$ cat config.mk
export PLATFORM = sky130hd
export DESIGN_NAME = jlsemi_util_smic_efuse_seq
export DESIGN_NICKNAME = d
export VERILOG_FILES = /design/src/rtl/jlsemi_util_smic_efuse_pkg.sv /design/src/rtl/jlsemi_util_smic_efuse_seq.sv
export SDC_FILE = /design/constraint.sdc
export NUM_CORES = 1
export LEC_CHECK = 0
export ABC_AREA = 1
export CAP_MARGIN = 40
export CORE_MARGIN = 1
export CORE_UTILIZATION = 50
export CTS_BUF_LIST = sky130_fd_sc_hd__clkbuf_8
export DETAILED_ROUTE_END_ITERATION = 8
export GPL_TIMING_DRIVEN = 1
export PLACE_DENSITY = 0.82
export SYNTH_ARGS = -nofsm -noshare
export SYNTH_HDL_FRONTEND = slang
export SYNTH_SLANG_ARGS = --single-unit
$ cat constraint.sdc
create_clock -name clk -period 4.2 [get_ports clk]
set_input_delay 1.05 -clock clk [delete_from_list [all_inputs] [get_ports clk]]
set_output_delay 1.05 -clock clk [all_outputs]
set_load 0.01 [all_outputs]
$ cat src/rtl/jlsemi_util_smic_efuse_pkg.sv
// Shared state encoding and default sizing for the SMIC efuse sequencer.
package jlsemi_util_smic_efuse_pkg;

  localparam int unsigned DEF_ADDR_WIDTH = 6;
  localparam int unsigned DEF_NUM_WORDS  = 8;

  typedef enum logic [2:0] {
    RST_WAIT,
    LD_ISSUE,
    LD_WAIT,
    ARB,
    ISSUE,
    WAIT
  } efuse_seq_state_e;

endpackage

$ cat src/rtl/jlsemi_util_smic_efuse_seq.sv
// Efuse sequencer: autoloads a shadow copy after reset, then serves test/host requests.
// Optional program lock compiled in with JLSEMI_EFUSE_SEQ_LOCK_EN.
module jlsemi_util_smic_efuse_seq
  import jlsemi_util_smic_efuse_pkg::*;
#(
  parameter int unsigned ADDR_WIDTH = DEF_ADDR_WIDTH,
  parameter int unsigned NUM_WORDS  = DEF_NUM_WORDS,
  parameter int unsigned LOCK_ADDR  = NUM_WORDS - 1
) (
  input  logic                    clk,
  input  logic                    rstn,
  input  logic                    tst_req,
  input  logic                    tst_write,
  input  logic [ADDR_WIDTH-1:0]   tst_addr,
  input  logic [15:0]             tst_wdata,
  input  logic                    host_req,
  input  logic                    host_write,
  input  logic [ADDR_WIDTH-1:0]   host_addr,
  input  logic [15:0]             host_wdata,
  output logic                    tst_ack,
  output logic                    host_ack,
  output logic [15:0]             rsp_rdata,
  output logic                    rsp_err,
  output logic                    efuse_en,
  output logic                    write_en,
  output logic [ADDR_WIDTH-1:0]   addr,
  output logic [15:0]             wdata,
  input  logic [15:0]             rdata,
  input  logic                    rdata_vld,
  input  logic                    ready,
  output logic [NUM_WORDS*16-1:0] shadow_data,
  output logic                    load_done,
  output logic                    busy
);

  if (NUM_WORDS < 1 || NUM_WORDS > (1 << ADDR_WIDTH) || LOCK_ADDR >= NUM_WORDS) begin : g_param_chk
    $error("jlsemi_util_smic_efuse_seq: NUM_WORDS/LOCK_ADDR out of range");
  end

  localparam logic [ADDR_WIDTH-1:0] LAST_WORD = ADDR_WIDTH'(NUM_WORDS - 1);

  efuse_seq_state_e state_q, state_d;
  logic [ADDR_WIDTH-1:0]   ld_cnt_q, ld_cnt_d;
  logic [ADDR_WIDTH-1:0]   addr_q, addr_d;
  logic [15:0]             wdata_q, wdata_d;
  logic                    we_q, we_d;
  logic                    gnt_host_q, gnt_host_d;
  logic                    tst_ack_q, tst_ack_d;
  logic                    host_ack_q, host_ack_d;
  logic                    err_q, err_d;
  logic [15:0]             rsp_rdata_q, rsp_rdata_d;
  logic                    load_done_q, load_done_d;
  logic [15:0]             rdata_q;
  logic [NUM_WORDS*16-1:0] shadow_q;
  logic                    ld_store, wr_update;
  logic [15:0]             rd_word;
  logic                    locked;
  logic                    sel_host, sel_write;

`ifdef JLSEMI_EFUSE_SEQ_LOCK_EN
  assign locked = shadow_q[16*LOCK_ADDR+15];
`else
  assign locked = 1'b0;
`endif

  // Read data may arrive with or before ready; take the live value if both coincide.
  assign rd_word   = rdata_vld ? rdata : rdata_q;
  assign sel_host  = !tst_req;
  assign sel_write = sel_host ? host_write : tst_write;

  always_comb begin
    state_d     = state_q;
    ld_cnt_d    = ld_cnt_q;
    addr_d      = addr_q;
    wdata_d     = wdata_q;
    we_d        = we_q;
    gnt_host_d  = gnt_host_q;
    tst_ack_d   = 1'b0;
    host_ack_d  = 1'b0;
    err_d       = 1'b0;
    rsp_rdata_d = rsp_rdata_q;
    load_done_d = load_done_q;
    ld_store    = 1'b0;
    wr_update   = 1'b0;
    case (state_q)
      RST_WAIT: begin
        state_d  = LD_ISSUE;
        ld_cnt_d = '0;
        addr_d   = '0;
        wdata_d  = '0;
        we_d     = 1'b0;
      end
      LD_ISSUE: state_d = LD_WAIT;
      LD_WAIT: begin
        if (ready) begin
          ld_store = 1'b1;
          if (ld_cnt_q == LAST_WORD) begin
            load_done_d = 1'b1;
            state_d     = ARB;
          end else begin
            ld_cnt_d = ld_cnt_q + 1'b1;
            addr_d   = ld_cnt_q + 1'b1;
            state_d  = LD_ISSUE;
          end
        end
      end
      ARB: begin
        // Skip the ack cycle: the finishing requester still holds req until it sees ack.
        if (!tst_ack_q && !host_ack_q && (tst_req || host_req)) begin
          if (locked && sel_write) begin
            tst_ack_d   = !sel_host;
            host_ack_d  = sel_host;
            err_d       = 1'b1;
            rsp_rdata_d = '0;
          end else begin
            gnt_host_d = sel_host;
            addr_d     = sel_host ? host_addr : tst_addr;
            wdata_d    = sel_host ? host_wdata : tst_wdata;
            we_d       = sel_write;
            state_d    = ISSUE;
          end
        end
      end
      ISSUE: state_d = WAIT;
      WAIT: begin
        if (ready) begin
          tst_ack_d   = !gnt_host_q;
          host_ack_d  = gnt_host_q;
          rsp_rdata_d = rd_word;
          wr_update   = we_q;
          state_d     = ARB;
        end
      end
      default: state_d = RST_WAIT;
    endcase
  end

  always_ff @(posedge clk or negedge rstn) begin
    if (!rstn) begin
      state_q     <= RST_WAIT;
      ld_cnt_q    <= '0;
      addr_q      <= '0;
      wdata_q     <= '0;
      we_q        <= 1'b0;
      gnt_host_q  <= 1'b0;
      tst_ack_q   <= 1'b0;
      host_ack_q  <= 1'b0;
      err_q       <= 1'b0;
      rsp_rdata_q <= '0;
      load_done_q <= 1'b0;
      rdata_q     <= '0;
      shadow_q    <= '0;
    end else begin
      state_q     <= state_d;
      ld_cnt_q    <= ld_cnt_d;
      addr_q      <= addr_d;
      wdata_q     <= wdata_d;
      we_q        <= we_d;
      gnt_host_q  <= gnt_host_d;
      tst_ack_q   <= tst_ack_d;
      host_ack_q  <= host_ack_d;
      err_q       <= err_d;
      rsp_rdata_q <= rsp_rdata_d;
      load_done_q <= load_done_d;
      if (rdata_vld) rdata_q <= rdata;
      // Out-of-range write addresses match no word here and leave the shadow alone.
      for (int unsigned k = 0; k < NUM_WORDS; k++) begin
        if (ld_store && ld_cnt_q == k[ADDR_WIDTH-1:0])
          shadow_q[16*k +: 16] <= rd_word;
        else if (wr_update && addr_q == k[ADDR_WIDTH-1:0])
          shadow_q[16*k +: 16] <= shadow_q[16*k +: 16] | wdata_q;
      end
    end
  end

  assign efuse_en    = (state_q == LD_ISSUE) || (state_q == ISSUE);
  assign write_en    = we_q;
  assign addr        = addr_q;
  assign wdata       = wdata_q;
  assign tst_ack     = tst_ack_q;
  assign host_ack    = host_ack_q;
  assign rsp_rdata   = rsp_rdata_q;
  assign rsp_err     = err_q;
  assign shadow_data = shadow_q;
  assign load_done   = load_done_q;
  assign busy        = !((state_q == ARB) && !tst_req && !host_req);

endmodule
==> metrics <==
Max-Slew Margin vs Limit=approximately 47%; DP Area=roughly 13,000 um2; Ports=between 200 and 250; GRT Total Usage=between 30% and 40%; Worst Hold End=load_done$_DFFE_PN0P_; cell family contributing the most delay on the critical path=buffers and inverters; Die X=between 100 and 150 um; most used cell, CP=clkdlybuf4s50_1; CTS Buf Count=17; sequential area share after synthesis=a little under half; Area growth syn-to-layout=29.4%; HPWL Detailed=24,300 um; Synth area leaders=dfrtp_1 (46%), nand2_1 (23%), nand3_1 (8.5%); routability congestion estimate from global placement=roughly 0.90; Crit. Startpoint=tst_req; CP max-delay cell=clkdlybuf4s50_1; status=complete, no violations; Min-Delay Path Class=flip-flop to flip-flop; Peak VDD IR=between 0.3 and 0.4 mV; TNS Setup=0 ns; post-route design area=13,700 um2; clock tree buffer depth=2; drt total wl=between 30,000 and 40,000 um; Syn. warnings=0; Syn Area/Cell=~7.1 um2; Static Leak=approximately 7.3 nW; Synth Register Bits=around 200; final setup fails=0; r2r setup slk=about 1.6 ns; setup bufs post-CTS=0; DRT iter0 DRCs=1,089; fin nets=~1,800; r2r startpoint=ld_cnt_q[0]$_DFFE_PN0P_; # hold bufs at CTS=0; Post-Syn Nets=around 1,600; pin count of the biggest net entering global routing=95; Worst setup EP type=output port; Max Slew Vio Count=0; core area=20,500 um2; Cell variety after synth=28; RSZ-0062 raised after global routing=false; n_diodes=0; root buf cell=clkbuf_8; GRT Residual Overflow=0; Reg-to-Reg End=shadow_data[66]$_DFFE_PN0P_; Remaining DRCs=0; Clock Sinks=slightly below 200; Fin. Hold Viols=0; Initial Util=roughly half; Cell Rows=between 50 and 60; DRT Pass-1 Iters=6; Gate Count Post-Synth=between 1,000 and 1,500; CP Class=primary input to output port; largest area contributor in the netlist=dfrtp_1; mapped cell area=approximately 11,000 um2; Critical Path, Cell by Cell=clkdlybuf4s50_1 -> inv_2 -> nand3_1 -> clkdlybuf4s50_1; Final Instance Count excl. Fillers=roughly 2,000; first-pass GRT wire length=55,300 um; period utilisation layout=between 70% and 80%; drt wl/cell=between 15 and 20 um; hold depth=1; Clock Latency Late Sink=about 0.5 ns; Required @ worst endpoint=3.15 ns; WP buf/inv=3; Crit Path Max Fanout=2; Routed Antenna Nets=0; height of the die=approximately 150 um; antenna violations before repair=1; placed insts=around 2,000; fin util=66.8%; Vias per Instance=around 5.5; vias=roughly 11,000; Critical Path AT=2.18 ns; worst slew pin tran=about 0.8 ns; fillers=between 1,500 and 2,000; Max Clock Freq=approximately 0.31 GHz; vias in the first global route=about 10,000; CP Launch Type=primary input; hold path startpoint=load_done$_DFFE_PN0P_; minimum clock period=~3.2 ns; Die ar.=21,700 um2; CTS tree=yes; cts repair resizes=0; Worst-path clk slew=roughly 0.1 ns; overall power=approximately 7.2 mW; Worst R2R Path Depth=8; share of cells above drive strength 1=a little under an eighth; Port Buf Inserts=around 240; H-Tree Depth=4; PD cells=about 520 nW/um2; clk_skew=between 0.015 and 0.02 ns; top cell type's share of synthesized area=between 40% and 50%; crit-path max cell delay=0.53 ns; Max Cap Violations=0
-- cell type report --
type | count | area (um2) | area share [%]
multi-input combinational | 1169 | 5170 | 37.7
sequential | 196 | 4900 | 35.8
timing repair buffer | 284 | 2750 | 20.1
tap | 270 | 338 | 2.47
clock buffer | 19 | 262 | 1.91
inverter | 43 | 161 | 1.18
clock inverter | 12 | 108 | 0.786
-- flip-flops by register name, summed over array words and instances, names as in the netlist --
register / cells
ld_cnt_q: 6
shadow_data: 128
rsp_rdata: 16
state_q: 3
gnt_host_q: 1
tst_ack: 1
rdata_q: 16
addr: 6
wdata: 16
write_en: 1
load_done: 1
host_ack: 1
-- synth_stat cells --
master / count
nor2_2: 5
conb_1: 1
ha_1: 4
nor2_4: 1
clkinv_1: 1
nor2_1: 94
dfrtp_1: 196
nand2_2: 10
nand4_1: 17
nor3_1: 2
inv_2: 4
a31oi_1: 1
or2_2: 98
inv_1: 38
o22ai_1: 1
nand3_1: 180
nand3_2: 7
buf_1: 4
o21ai_1: 16
a21oi_1: 51
buf_4: 10
nand2_1: 653
clkbuf_1: 29
nand3b_1: 1
o211ai_1: 2
o21bai_1: 2
o21ai_0: 23
buf_2: 30
-- layout by cell type (no fill, tap or decap) --
cell             instances
or2_2                   98
clkdlybuf4s50_1        238
o21bai_1                 2
ha_1                     4
clkbuf_8                20
buf_4                   43
nand3_1                180
nor2_2                   6
clkinv_4                 2
o21ai_0                 23
clkinvlp_4               4
buf_12                   1
inv_2                    4
conb_1                   1
clkinv_2                 1
a31oi_1                  1
nand2_1                653
o21ai_1                 16
nor3_1                   2
nand3b_1                 1
o211ai_1                 2
o22ai_1                  1
inv_1                   40
clkinv_1                 1
nand2_2                 10
a21oi_1                 51
nand4_1                 17
nor2_4                   1
buf_6                    1
bufinv_16                1
nor2_1                  93
inv_6                    2
dfrtp_1                196
nand3_2                  7
-- worst max path at each step --
stage	slack, ns	depth (start not counted)	to
2_1_floorplan	1.42	4	busy
3_3_place_gp	0.93	9	shadow_data[6]$_DFFE_PN0P_
3_5_place_dp	0.83	9	shadow_data[6]$_DFFE_PN0P_
4_1_cts	0.97	4	busy
5_1_grt	0.92	4	busy
6_report	0.97	4	busy
-- cell families (layout without fill, tap and decap cells) --
| group | count (synthesis) | after routing | share of synthesized area (%) |
|---|---|---|---|
| compound gates | 96 | 96 | 4.66 |
| fa+ha+maj | 4 | 4 | 0.473 |
| buf+inv | 116 | 358 | 4.83 |
| flops | 196 | 196 | 46.4 |
| other cells | 1 | 1 | 0.0354 |
| simple gates | 1068 | 1068 | 43.6 |
-- through the flow --
| stage | hold WS (ns) | worst slack [ns] |
|---|---|---|
| after floorplan | 0.432 | 1.42 |
| after global placement | 0.459 | 0.929 |
| after detailed placement | 0.463 | 0.834 |
| after CTS | 0.486 | 0.965 |
| after global routing | 0.493 | 0.925 |
| final | 0.487 | 0.966 |
-- worst reg2reg max path: stages, from the launching register on --
cell and delay [ns]:
dfrtp_1 0.43, inv_1 0.13, ha_1 0.20, nand3_1 0.11, nor2_2 0.53, nand2_2 0.53
nand2_2 0.44, nand2_1 0.11, nand2_1 0.07
-- layer usage --
layer	GRT usage, %	vias up	wire [um]
li1	-	5151	-
met1	46.0	5089	14200
met2	49.4	642	15500
met3	6.42	117	3960
met4	17.6	0	1680
met5	0	-	0
-- where the power goes --
| group | switching, mW | internal [mW] | leakage (nW) |
|---|---|---|---|
| combinational | 1.59 | 1.53 | 4.43 |
| clock | 0.697 | 0.498 | 0.183 |
| sequential | 0.608 | 2.26 | 2.66 |
Note: power is estimated with default switching activity, not from simulation.
